--- config.mk ---
export PLATFORM = sky130hd
export DESIGN_NAME = cv_ram_ctrl_flat
export DESIGN_NICKNAME = d
export VERILOG_FILES = /design/src/rtl/cv_ram_ctrl_if.sv /design/src/rtl/cv_ram_ctrl.sv /design/src/flat_wrapper.sv
export SDC_FILE = /design/constraint.sdc
export NUM_CORES = 1
export LEC_CHECK = 0
export CAP_MARGIN = 0
export CORE_MARGIN = 4
export CORE_UTILIZATION = 45
export CTS_CLUSTER_SIZE = 20
export DETAILED_ROUTE_END_ITERATION = 10
export DONT_BUFFER_PORTS = 1
export PLACE_DENSITY_LB_ADDON = 0.12
export SLEW_MARGIN = 20
export SYNTH_ARGS = -nofsm -noshare
export SYNTH_HDL_FRONTEND = slang
export SYNTH_SLANG_ARGS = --single-unit
--- constraint.sdc ---
create_clock -name CLK -period 3.79 [get_ports CLK]
set_input_delay 0.379 -clock CLK [delete_from_list [all_inputs] [get_ports CLK]]
set_output_delay 0.379 -clock CLK [all_outputs]
set_load 0.01 [all_outputs]
--- src/rtl/cv_ram_ctrl_if.sv ---
// cv_ram_ctrl_if: command-port bundle between the bus master and the RAM controller
//   S_EX_REQ/S_ADDR/S_CMD/S_D_WR : master -> controller request
//   S_EX_ACK/S_D_RD/BUSY         : controller -> master completion, read data, busy flag
interface cv_ram_ctrl_if #(
    parameter int AW = 5,
    parameter int DW = 8
);
    logic          S_EX_REQ;
    logic [AW-1:0] S_ADDR;
    logic [2:0]    S_CMD;
    logic [DW-1:0] S_D_WR;
    logic          S_EX_ACK;
    logic [DW-1:0] S_D_RD;
    logic          BUSY;

    modport slave (
        input  S_EX_REQ, S_ADDR, S_CMD, S_D_WR,
        output S_EX_ACK, S_D_RD, BUSY
    );

    modport master (
        output S_EX_REQ, S_ADDR, S_CMD, S_D_WR,
        input  S_EX_ACK, S_D_RD, BUSY
    );
endinterface

--- src/rtl/cv_ram_ctrl.sv ---
// cv_ram_ctrl: dual-access RAM with a REQ/ACK command port, post-reset init sweep and fill
//   CLK, RST : clock, synchronous active-high reset
//   s        : command port (write / read / fill, registered ACK, BUSY)
//   ADDR     : datapath read address
//   DATA     : datapath read data, one-cycle latency, read-before-write
module cv_ram_ctrl #(
    parameter int            AW       = 5,
    parameter int            DW       = 8,
    parameter logic [DW-1:0] INIT_VAL = '0
) (
    input  logic          CLK,
    input  logic          RST,
    cv_ram_ctrl_if.slave  s,
    input  logic [AW-1:0] ADDR,
    output logic [DW-1:0] DATA
);
    localparam int DEPTH = 2 ** AW;

    typedef enum logic [1:0] {INIT, IDLE, RESP, FILL} state_t;

    state_t        state_q, state_d;
    logic [AW-1:0] cnt_q, cnt_d;
    logic          ack_q, ack_d;
    logic          busy_q, busy_d;
    logic [DW-1:0] rd_q, rd_d;
    logic [DW-1:0] fill_q, fill_d;
    logic [DW-1:0] data_q, data_d;
    logic [DW-1:0] mem [DEPTH];
    logic          we;
    logic [AW-1:0] wa;
    logic [DW-1:0] wd;

    assign s.S_EX_ACK = ack_q;
    assign s.S_D_RD   = rd_q;
    assign s.BUSY     = busy_q;
    assign DATA       = data_q;

    always_comb begin
        state_d = state_q;
        cnt_d   = cnt_q;
        ack_d   = 1'b0;
        busy_d  = busy_q;
        rd_d    = rd_q;
        fill_d  = fill_q;
        data_d  = mem[ADDR];
        we      = 1'b0;
        wa      = cnt_q;
        wd      = INIT_VAL;
        case (state_q)
            INIT: begin
                we    = 1'b1;
                cnt_d = cnt_q + 1'b1;
                if (&cnt_q) begin
                    state_d = IDLE;
                    busy_d  = 1'b0;
                end
            end
            IDLE: begin
                if (s.S_EX_REQ) begin
                    case (s.S_CMD)
                        3'd1: begin
                            we      = 1'b1;
                            wa      = s.S_ADDR;
                            wd      = s.S_D_WR;
                            ack_d   = 1'b1;
                            state_d = RESP;
                        end
                        3'd2: begin
                            rd_d    = mem[s.S_ADDR];
                            ack_d   = 1'b1;
                            state_d = RESP;
                        end
                        3'd3: begin
                            fill_d  = s.S_D_WR;
                            cnt_d   = '0;
                            busy_d  = 1'b1;
                            state_d = FILL;
                        end
                        default: begin
                            ack_d   = 1'b1;
                            state_d = RESP;
                        end
                    endcase
                end
            end
            FILL: begin
                we    = 1'b1;
                wd    = fill_q;
                cnt_d = cnt_q + 1'b1;
                if (&cnt_q) begin
                    ack_d   = 1'b1;
                    busy_d  = 1'b0;
                    state_d = RESP;
                end
            end
            default: state_d = IDLE;
        endcase
    end

    always_ff @(posedge CLK) begin
        if (RST) begin
            state_q <= INIT;
            cnt_q   <= '0;
            ack_q   <= 1'b0;
            busy_q  <= 1'b1;
            rd_q    <= '0;
            fill_q  <= '0;
            data_q  <= '0;
        end else begin
            state_q <= state_d;
            cnt_q   <= cnt_d;
            ack_q   <= ack_d;
            busy_q  <= busy_d;
            rd_q    <= rd_d;
            fill_q  <= fill_d;
            data_q  <= data_d;
        end
    end

    // Memory array has no reset; writes are suppressed while RST is high.
    always_ff @(posedge CLK) begin
        if (we && !RST) mem[wa] <= wd;
    end
endmodule

--- src/flat_wrapper.sv ---
// flat-port wrapper written by rule: the top's interface ports become plain ports
module cv_ram_ctrl_flat 
#(
    parameter int            AW       = 5,
    parameter int            DW       = 8,
    parameter logic [DW-1:0] INIT_VAL = '0
)
  (CLK, RST, ADDR, DATA, s_S_EX_REQ, s_S_ADDR, s_S_CMD, s_S_D_WR, s_S_EX_ACK, s_S_D_RD, s_BUSY);
  cv_ram_ctrl_if #(.AW(AW), .DW(DW)) s_i ();
  input  logic CLK;
  input  logic RST;
  input  logic [AW-1:0] ADDR;
  output logic [DW-1:0] DATA;
  input wire logic [$bits(s_i.S_EX_REQ)-1:0] s_S_EX_REQ;
  input wire logic [$bits(s_i.S_ADDR)-1:0] s_S_ADDR;
  input wire logic [$bits(s_i.S_CMD)-1:0] s_S_CMD;
  input wire logic [$bits(s_i.S_D_WR)-1:0] s_S_D_WR;
  output wire logic [$bits(s_i.S_EX_ACK)-1:0] s_S_EX_ACK;
  output wire logic [$bits(s_i.S_D_RD)-1:0] s_S_D_RD;
  output wire logic [$bits(s_i.BUSY)-1:0] s_BUSY;
  assign s_i.S_EX_REQ = s_S_EX_REQ;
  assign s_i.S_ADDR = s_S_ADDR;
  assign s_i.S_CMD = s_S_CMD;
  assign s_i.S_D_WR = s_S_D_WR;
  assign s_S_EX_ACK = s_i.S_EX_ACK;
  assign s_S_D_RD = s_i.S_D_RD;
  assign s_BUSY = s_i.BUSY;
  cv_ram_ctrl #(.AW(AW), .DW(DW), .INIT_VAL(INIT_VAL)) u_core (.CLK(CLK), .RST(RST), .s(s_i), .ADDR(ADDR), .DATA(DATA));
endmodule
; ---- Word-level counts from Yosys, hierarchy flattened
; Memories as Yosys holds them, arrays and structs flattened. A register that Yosys moved wholly into a read port is not among the register bits.
; Index checks and enable logic that the tools add are counted.
[word_totals]
output_inout_bits = 18
ramBits = 256
n_memories = 1
latch_bits = 0
ff_bits = 17
mem_bits_ro = 0
[classes]
muxes = 27
eq_ne = 10
n_lt_le_gt_ge = 0
n_shift = 0
add_sub_neg = 1
mul = 0
n_reduce_logical = 11
bitwise = 0
div_mod_pow = 0
[memory_table]
columns = name, words, width, rd, rd_ports_with_merged_regs, write_ports, line_no
row1 = u_core.mem, 32, 8, 2, 2, 1, cv_ram_ctrl.sv:28  ; logic [DW-1:0] mem [DEPTH];
[op_table]
columns = cell, n
row1 = 5-bit 2-to-1 mux, 5
row2 = 8-bit 2-to-1 mux, 2
row3 = 8-bit one-hot mux with 2 select lines, 1
row4 = 3-bit AND reduction, 4
row5 = 1-bit 2-to-1 mux, 11
row6 = 5-bit one-hot mux with 2 select lines, 1
row7 = 2-bit by 1-bit != test with 1-bit output (second input constant), 4
row8 = 3-bit by 2-bit == test with 1-bit output (second input constant), 2
row9 = 2-bit 2-to-1 mux, 3
row10 = 1-bit one-hot mux with 2 select lines, 3
row11 = 2-bit one-hot mux with 3 select lines, 1
row12 = 5-bit by 1-bit adder with 5-bit output (second input constant), 1
row13 = 5-bit AND reduction, 1
row14 = 4-bit AND reduction, 1
row15 = 3-bit by 1-bit == test with 1-bit output (second input constant), 1
row16 = 2-bit by 1-bit == test with 1-bit output (second input constant), 1
row17 = 2-bit == test (second input constant), 1
row18 = 2-bit logical NOT, 1
row19 = 2-bit != test (second input constant), 1
row20 = 2-bit nonzero test, 1
row21 = 2-bit OR reduction, 1
row22 = 1-bit logical AND, 1
row23 = 1-bit logical NOT, 1

; ---- Longest topological paths before layout
; Gate-level depths: netlist (run 1).
[logic_depth]
word_depth = 7
ltp_mapped = 9
depth_no_buf = 7

; ---- Worst setup path before layout (run 1)
; OpenSTA, ideal clock, no wires.
[synth_timing]
path_kind = flip-flop to flip-flop
from = register u_core.state_q[1]
to = memory u_core.mem[10][0], enable pin
t_required_ps = 3420
t_arrival_ps = 2244
n_path_buf = 2
synth_period_minus_slack_ps = 2614
stages_incl_launch_ff = 10
setup_slack_ps = 1176
path_cell_list = dfxtp_1 -> inv_1 -> ha_1 -> buf_2 -> nand2_1 -> or4b_1 -> buf_2 -> nor4b_1 -> o21ai_0 -> nor2_1
[synth_between]
elab_chain_cells = 6
word_cells_on_any_way = 9
[synth_rtl]
columns = element, line_no
row1 = from (decl), cv_ram_ctrl.sv:21  ; state_t state_q, state_d;
row2 = from (signal assigned), cv_ram_ctrl.sv:110  ; state_q <= state_d;
row3 = 2-bit == test or 2-bit logical NOT (tied branches), cv_ram_ctrl.sv:49  ; case (state_q)
row4 = 2-bit OR reduction (no source line), n/a
row5 = 1-bit one-hot mux with 2 select lines, cv_ram_ctrl.sv:49
row6 = 1-bit logical AND, cv_ram_ctrl.sv:122  ; if (we && !RST) mem[wa] <= wd;
row7 = 1-bit 2-to-1 mux, cv_ram_ctrl.sv:122
row8 = 1-bit 2-to-1 mux (not written as such), cv_ram_ctrl.sv:122
row9 = to (decl), cv_ram_ctrl.sv:28
; Several ways; a longest one is shown, not always the timed one.

; ---- Worst setup path in the final report (run 1)
[layout_timing]
from = register u_core.state_q[1]
to = memory u_core.mem[10][1], enable pin
; Same word-level chain as after synthesis.

==> results_dict.tcl, run 1 <==
set metrics [dict create \
    required_ps 3930 \
    synth.area.top_cells "edfxtp_1, mux4_2, mux2i_1" \
    cts_tree "yes" \
    grtUsageMet2 0.344 \
    placed_cells 1249 \
    cts_setup_buffers 0 \
    synth-edff-count 256 \
    cp-start-kind "flop" \
    io_buffers 0 \
    grt_util_met3 0.0456 \
    met1_usage 0.314 \
    rsz0062_at_grt "false" \
    diodes 0 \
    synth_fp_nets 930 \
    drt_wl_total_um 37500 \
    synth_area_sq_um 13800 \
    synth_fa_ha_area_frac 0.00543 \
    power.density_nw_per_um2 493 \
    worst_r2r_endpoint "u_core.mem[10][1]" \
    grt_usage 0.221 \
    grt_max_degree 137 \
    rows 63 \
    hold_viol 0 \
    routed-via-count 8362 \
    fin_nets 927 \
    overflow 0 \
    finalMaxSlewViolations 0 \
    grt_pass1_vias 8393 \
    numCtsBuffers 34 \
    fmax_mhz 301 \
    synth-compound-area-share 0.0817 \
    tns_ps 0 \
    max_slew_margin 0.247 \
    cts-resized-gates 0 \
    critPathArrivalTime_ps 3460 \
    grt_pass1_wl_um 55500 \
    antenna_found_initial 3 \
    hold_path_class "in2reg" \
    synthDistinctLibCells 47 \
    synthSimpleGateAreaFrac 0.0543 \
    top_usage_layer "met2" \
    irDropWorstVdd_uv 382 \
    maxCapViolCount 0 \
    first_pass_iters 5 \
    yosysSeqAreaShare 0.604 \
    yosysWarningCount 0 \
    clk_pin_slew_worst_paths_ps 60 \
    die_h_um 183 \
    place_congestion 0.883 \
    post-place-ws_ps 530 \
    synthCells 900 \
    synth-xor-area-share 0 \
    ant_nets 0 \
    htree_levels 2 \
    layout-drive-gt1-share 0.187 \
    skew_ps 15.1 \
    drc 0 \
    worstMarginPinSlew_ps 1130 \
    period_needed_ps 3320 \
    status "completed" \
    wl_per_cell_um 28.5 \
    synth.avg_cell_area_sq_um 15.4 \
    core_sq_um 30000 \
    synth_seq_cells 289 \
    dieArea_sq_um 33600 \
    synth_top_area_frac 0.556 \
    fin_crit_sh 0.877 \
    clk_path_buf_depth 3 \
    synth_area_leader_cell "edfxtp_1" \
    cts_sinks 289 \
    cellLeakagePower_nw 5.31 \
    ioPinCount 42 \
    start_util 0.462 \
    instances_no_fill 1313 \
    drtIter0Drc 830 \
    area_delta_synth_final_pct 10.3 \
    path_class "reg2reg" \
    end_kind "flop" \
    ys.flop_type "edfxtp_1" \
    finalWorstSetupSlack_ps 468 \
    crit_path_end "u_core.mem[10][1]" \
    chipWidth_um 183 \
    critical_path.max_fanout 10 \
    vias_per_cell 6.37 \
    r2r_setup_slack_ps 470 \
    async_flop_share 0 \
    r2r_cells 7 \
    worstSkewPairLatency_ps 510 \
    synth_mux_area_frac 0.222 \
    reg2reg_from "u_core.state_q[1]" \
    root_buffer "clkbuf_16" \
    dpl.hpwl_um 24300 \
    setup_viol 0 \
    synth_top_family_by_area "multiplexers" \
    cp-startpoint "u_core.state_q[1]" \
]
## worst max-delay path, stage by stage, from the launching register on
cell	delay, ps
dfxtp_1	330
inv_1	110
ha_1	310
nand2_1	200
or4b_1	740
nor4b_1	310
o21ai_0	310
nor2_1	640
## stage by stage
stage	utilization	instance area, sq um	total power, mW	hold slack (ps)
after CTS	0.509	15300	7.57	4.45
after global routing	0.510	15300	7.77	4.57
after floorplan	-	13800	4.23	461
after detailed placement	0.471	14100	4.37	458
after global placement	0.471	14100	4.35	454
final	0.510	15300	7.52	28.3
## report_power, final
group          switching, mW  internal, mW
sequential            0.0650          3.53
clock                   1.28          1.92
combinational          0.428         0.300
## registers in the layout, summed over array words and instances (netlist names)
| register | count |
|---|---|
| u_core.DATA | 8 |
| u_core.mem | 256 |
| u_core.s.S_EX_ACK | 1 |
| u_core.cnt_q | 5 |
| u_core.s.S_D_RD | 8 |
| u_core.state_q | 2 |
| u_core.s.BUSY | 1 |
| u_core.fill_q | 8 |
## layout make-up
type | instances | area, sq um
clock buffers | 42 | 945
clock inverters | 20 | 165
fillers | 2503 | 14700
inverters | 6 | 22.5
multi-input cells | 536 | 5050
flip-flops and latches | 289 | 8350
well taps | 390 | 488
repair buffers | 30 | 240
## cells in the mapped netlist (2+ instances only)
| library cell | instances |
|---|---|
| a2111oi_0 | 3 |
| a211oi_1 | 10 |
| a211oi_2 | 8 |
| a21o_1 | 3 |
| a21oi_1 | 38 |
| a22o_1 | 8 |
| a22oi_1 | 64 |
| a31oi_1 | 7 |
| and2_1 | 2 |
| and3_1 | 4 |
| buf_1 | 3 |
| buf_2 | 19 |
| buf_4 | 14 |
| buf_6 | 11 |
| clkbuf_1 | 20 |
| dfxtp_1 | 33 |
| edfxtp_1 | 256 |
| ha_1 | 6 |
| inv_1 | 6 |
| mux2_2 | 6 |
| mux2i_1 | 145 |
| mux4_2 | 69 |
| nand2_1 | 19 |
| nand2b_1 | 6 |
| nand3_1 | 2 |
| nand3b_1 | 4 |
| nor2_1 | 62 |
| nor2b_1 | 11 |
| nor3_1 | 16 |
| nor4_1 | 4 |
| nor4b_1 | 3 |
| o21ai_0 | 7 |
| o21ai_1 | 6 |
| o22ai_1 | 4 |
| or2_2 | 2 |
| or4_1 | 8 |
## routing by layer
metal  vias to the layer above  routed length (um)
li1                       3633                   -
met2                       372               17200
met4                         4                1320
met3                        68                2810
met5                         -                  27
met1                      4285               16100
## cell usage in the layout, fill, tap and decap left out, drive strengths merged, types with 7 or more instances in the layout
| cell type | count |
|---|---|
| edfxtp | 256 |
| mux2i | 145 |
| mux4 | 69 |
| a22oi | 64 |
| nor2 | 62 |
| clkbuf | 42 |
| a21oi | 38 |
| dfxtp | 33 |
| buf | 29 |
| nand2 | 19 |
| a211oi | 18 |
| nor3 | 16 |
| o21ai | 13 |
| clkinv | 13 |
| nor2b | 11 |
| a22o | 8 |
| or4 | 8 |
| a31oi | 8 |
| inv | 7 |
## logic make-up (layout without fill, tap and decap cells)
family | after synthesis | count (layout)
fa+ha+maj | 6 | 6
buf+inv | 75 | 98
simple gates | 149 | 149
mux | 220 | 220
flops | 289 | 289
compound gates | 161 | 161
## how the worst min path moves through the flow
| stage | from | endpoint | cells after the start |
|---|---|---|---|
| 6_report | s_S_D_WR[7] | u_core.fill_q[7] | 2 |
| 5_1_grt | RST | u_core.DATA[6] | 1 |
| 4_1_cts | RST | u_core.DATA[2] | 1 |
| 3_5_place_dp | RST | u_core.state_q[0] | 1 |
| 3_3_place_gp | RST | u_core.cnt_q[4] | 1 |
| 2_1_floorplan | u_core.fill_q[0] | u_core.fill_q[0] | 2 |
## repair_timing
item	4_1_cts	5_1_grt
endpoints found under the setup margin	0	0
hold buffers	1	1
hold endpoints to repair	30	1
(Power assumes the default switching activity.)
==> run 2, diff against run 1 <==
--- a/config.mk
+++ b/config.mk
@@ -7,7 +7,7 @@
 export LEC_CHECK = 0
 export CAP_MARGIN = 0
 export CORE_MARGIN = 4
-export CORE_UTILIZATION = 45
+export CORE_UTILIZATION = 42
 export CTS_CLUSTER_SIZE = 20
 export DETAILED_ROUTE_END_ITERATION = 10
 export DONT_BUFFER_PORTS = 1
==> run 2 against run 1 <==
  * Sequential power hardly changed
  * Critical path type unchanged
  * Global-route usage is 1.2 points lower
  * Cell area is 1.2% higher
  * Clock power is 9.4% higher
  * Fmax is 3.0% higher
  * Core utilization is 3.5 points lower
==> results_dict.tcl, run 2 (same netlist as run 1, synthesis figures left out) <==
set metrics [dict create \
    end_kind "flop" \
    required_ps 3920 \
    first_pass_iters 5 \
    htree_levels 2 \
    antenna_found_initial 1 \
    clk_path_buf_depth 3 \
    clk_pin_slew_worst_paths_ps 60 \
    ioPinCount 42 \
    fin_nets 928 \
    chipWidth_um 189 \
    cellLeakagePower_nw 5.38 \
    core_sq_um 32500 \
    hold_viol 0 \
    area_delta_synth_final_pct 11.7 \
    critPathArrivalTime_ps 3350 \
    dpl_cell_area_sq_um 14200 \
    fmax_mhz 310 \
    grt_usage 0.209 \
    rows 66 \
    die_h_um 189 \
    skew_ps 15.3 \
    grt_pass1_wl_um 56200 \
    largest_reg_flops 256 \
    irDropWorstVdd_uv 365 \
    critical_path.max_fanout 10 \
    worstMarginPinSlew_ps 956 \
    ant_nets 0 \
    fin_crit_sh 0.851 \
    finalInstanceArea_sq_um 15400 \
    hold_path_class "in2reg" \
    cts_tree "yes" \
    p_total_mw 7.82 \
    cts_sinks 289 \
    max_slew_margin 0.361 \
    final_common_cell "edfxtp_1" \
    power.density_nw_per_um2 506 \
    root_buffer "clkbuf_16" \
    layout_common_cells "edfxtp_1, mux2i_1, mux4_2" \
    cpMaxStageDelayCell "or4b_1" \
    io_buffers 0 \
    worst-path-buf-inv 1 \
    numCtsBuffers 34 \
    layout-drive-gt1-share 0.192 \
    grt_max_degree 137 \
    diodes 0 \
    path_class "reg2reg" \
    grt_pass1_vias 8478 \
    final_util 0.475 \
    vias_per_cell 6.10 \
    slowest_delay_ps 730 \
    setup_viol 0 \
    hold_ws_ps 34.7 \
    worstSkewPairLatency_ps 510 \
    critPathTopFamily "simple AND/OR/NAND/NOR gates" \
    drtIter0Drc 775 \
    start_util 0.425 \
    wl_per_cell_um 27.6 \
    period_needed_ps 3220 \
    finalMaxSlewViolations 0 \
    drc 0 \
    regMostFlops "u_core.mem" \
    dieArea_sq_um 35900 \
    routed-via-count 8331 \
    crit_chain "inv_1 -> ha_1 -> nand2_1 -> or4b_1 -> nor4b_1 -> o21ai_1 -> nor2_1" \
    status "completed" \
    maxCapViolCount 0 \
    dpl.hpwl_um 24400 \
    cts-resized-gates 0 \
    drt_wl_total_um 37700 \
    cp-start-kind "flop" \
    overflow 0 \
    tns_ps 0 \
    rsz0062_at_grt "false" \
    place_congestion 0.839 \
]
==> run 2: cell count changes in the layout (fill, tap and decap cells not counted), sizes merged <==
cell | before | now
clkinv | 13 | 12
clkinvlp | 4 | 1
inv | 7 | 6
clkbuf | 42 | 43
buf | 29 | 30
bufinv | 2 | 6
==> run 2: area by class of cell <==
class,instances,area (sq um)
clock buffers,43,968
clock inverters,19,251
fillers,2820,17100
inverters,6,22.5
multi-input cells,536,5050
flip-flops and latches,289,8350
well taps,442,553
repair buffers,31,248
==> run 2: final timing paths <==
kind / from / slack (ps) / cells after the start / to
worst max-delay path: u_core.state_q[1] / 570 / 7 / u_core.mem[20][5]
worst min-delay path: RST / 30 / 1 / u_core.DATA[0]
worst max register to register: u_core.state_q[1] / 570 / 7 / u_core.mem[20][5]
worst min register to register: u_core.fill_q[2] / 500 / 2 / u_core.fill_q[2]
==> run 2: worst register-to-register path: cells and delay by family (launching register included) <==
kind	cells	cell delay, ps
buffers and inverters	1	110
and+or+nand+nor	4	1910
adders and majority gates	1	300
DFF	1	320
AOI/OAI and AO/OA	1	210
==> run 2: report_power, final <==
part           switching [mW]  internal [mW]  total (mW)
clock network            1.28           2.22        3.50
registers              0.0645           3.53        3.59
logic                   0.426          0.300       0.726
total                    1.77           6.05        7.82
==> run 2: metrics by stage <==
| step | std cells | setup slack (ps) |
|---|---|---|
| 2_1_floorplan | 900 | 1180 |
| 3_3_place_gp | 1302 | 739 |
| 3_5_place_dp | 1302 | 626 |
| 4_1_cts | 1365 | 613 |
| 5_1_grt | 1366 | 316 |
| 6_report | 1366 | 565 |
==> run 2: repair_timing <==
| action | 4_1_cts | 5_1_grt |
|---|---|---|
| hold buffers | 1 | 1 |
| endpoints found under the setup margin | 0 | 0 |
| buffers inserted | 0 | 0 |
| endpoints found under the hold margin | 30 | 1 |
==> run 2: per-layer routing <==
metal	GRT usage	wire length (um)	vias to the layer above
li1	-	-	3640
met1	0.299	16200	4308
met2	0.334	17900	327
met3	0.0330	2430	54
met4	0.0607	1120	2
met5	0	13	-
==> run 3, diff against run 2 <==
--- a/config.mk
+++ b/config.mk
@@ -12,6 +12,7 @@
 export DETAILED_ROUTE_END_ITERATION = 10
 export DONT_BUFFER_PORTS = 1
 export PLACE_DENSITY_LB_ADDON = 0.12
+export SKIP_CTS_REPAIR_TIMING = 1
 export SLEW_MARGIN = 20
 export SYNTH_ARGS = -nofsm -noshare
 export SYNTH_HDL_FRONTEND = slang
==> run 3 against run 2 <==
  * Sequential power hardly changed
  * Clock skew is 1.6 ps lower
  * Largest power group unchanged
  * Largest cell class unchanged
  * Critical path depth stayed put
==> results_dict.tcl, run 3 (same netlist as run 1, synthesis figures left out) <==
set metrics [dict create \
    drt_wl_total_um 37800 \
    power.density_nw_per_um2 506 \
    cp-start-kind "flop" \
    first_pass_iters 7 \
    setup_viol 0 \
    core_sq_um 32500 \
    critical_path.max_fanout 10 \
    drtIter0Drc 873 \
    cts_tree "yes" \
    io_buffers 0 \
    numCtsBuffers 34 \
    r2r_cells 7 \
    crit_path_end "u_core.mem[24][4]" \
    final_util 0.475 \
    seq_area_sq_um 8350 \
    worstMarginPinSlew_ps 939 \
    tns_ps 0 \
    finalInstanceArea_sq_um 15400 \
    dpl_cell_area_sq_um 14200 \
    layout_common_cells "edfxtp_1, mux2i_1, mux4_2" \
    place_congestion 0.839 \
    start_util 0.425 \
    worst-path-buf-inv 1 \
    max_slew_margin 0.372 \
    cp-startpoint "u_core.state_q[1]" \
    dieArea_sq_um 35900 \
    maxCapViolCount 0 \
    fill_cells 2818 \
    ioPinCount 42 \
    routed-via-count 8360 \
    reg2reg_from "u_core.state_q[1]" \
    cpMaxStageDelayCell "or4b_1" \
    final_common_cell "edfxtp_1" \
    dpl.hpwl_um 24400 \
    irDropWorstVdd_uv 365 \
    area_delta_synth_final_pct 11.7 \
    vias_per_cell 6.12 \
    htree_levels 2 \
    critPathArrivalTime_ps 3340 \
    ant_nets 0 \
    wl_per_cell_um 27.7 \
    slowest_delay_ps 730 \
    fmax_mhz 312 \
    drc 0 \
    skew_ps 13.6 \
    clk_path_buf_depth 3 \
    finalWorstSetupSlack_ps 588 \
    grt_pass1_wl_um 56200 \
    post-place-ws_ps 626 \
    cellLeakagePower_nw 5.38 \
    antenna_found_initial 1 \
    required_ps 3930 \
    overflow 0 \
    hold_path_class "in2reg" \
    cp_num_cells 7 \
    rsz0062_at_grt "false" \
    grt_usage 0.208 \
    finalMaxSlewViolations 0 \
    hold_viol 0 \
    worstSkewPairLatency_ps 500 \
    root_buffer "clkbuf_16" \
    crit_chain "inv_1 -> ha_1 -> nand2_1 -> or4b_1 -> nor4b_1 -> o21ai_0 -> nor2_1" \
    largest_reg_flops 256 \
    multiInputGateArea_sq_um 5050 \
    path_class "reg2reg" \
    r2r_setup_slack_ps 590 \
    period_needed_ps 3200 \
    worst_r2r_endpoint "u_core.mem[24][4]" \
    fin_crit_sh 0.845 \
    instances_no_fill 1366 \
    die_h_um 189 \
    fin_nets 928 \
    grt_pass1_vias 8491 \
    grt_max_degree 137 \
    layout-drive-gt1-share 0.192 \
    critPathTopFamily "simple AND/OR/NAND/NOR gates" \
    regMostFlops "u_core.mem" \
    end_kind "flop" \
    diodes 0 \
    chipWidth_um 189 \
    clk_pin_slew_worst_paths_ps 60 \
    cts_sinks 289 \
    placed_cells 1302 \
    status "completed" \
    rows 66 \
]
-- run 3: cell counts in the layout (fill, tap and decap cells not counted) --
No cell type changed its count.
-- run 3: final cells by class --
| type | instances | share of cell area |
|---|---|---|
| inverters | 6 | 0.00146 |
| clock inverters | 19 | 0.0163 |
| multi-input cells | 536 | 0.327 |
| clock buffers | 43 | 0.0627 |
| repair buffers | 31 | 0.0160 |
| well taps | 442 | 0.0358 |
| flip-flops and latches | 289 | 0.541 |
-- run 3: metrics by stage --
stage	power (mW)	hold WS, ps
after floorplan	4.23	461
after global placement	4.36	455
after detailed placement	4.37	458
after CTS	7.87	-75.4
after global routing	8.11	4.66
final	7.82	26.6
-- run 3: metal layers --
layer,track usage,up-vias,wire length (um)
li1,-,3634,-
met4,0.0648,2,1220
met5,0,-,13
met1,0.297,4303,16000
met2,0.332,367,17800
met3,0.0334,54,2760
-- run 3: worst min-delay path by stage --
stage          depth (start not counted)  slack [ps]                end             start
3_3_place_gp                           1         450    u_core.cnt_q[3]               RST
4_1_cts                                1         -80  u_core.s.S_EX_ACK               RST
6_report                               1          30     u_core.DATA[0]               RST
2_1_floorplan                          2         460   u_core.fill_q[0]  u_core.fill_q[0]
5_1_grt                                1           5     u_core.DATA[0]               RST
3_5_place_dp                           1         460    u_core.cnt_q[1]               RST
-- run 3: report_power, final --
| part | switching, mW | leakage (nW) | internal [mW] | total, mW |
|---|---|---|---|---|
| clock network | 1.28 | 0.600 | 2.22 | 3.50 |
| logic | 0.426 | 2.04 | 0.300 | 0.726 |
| registers | 0.0647 | 2.74 | 3.53 | 3.59 |
| total | 1.77 | 5.38 | 6.05 | 7.82 |
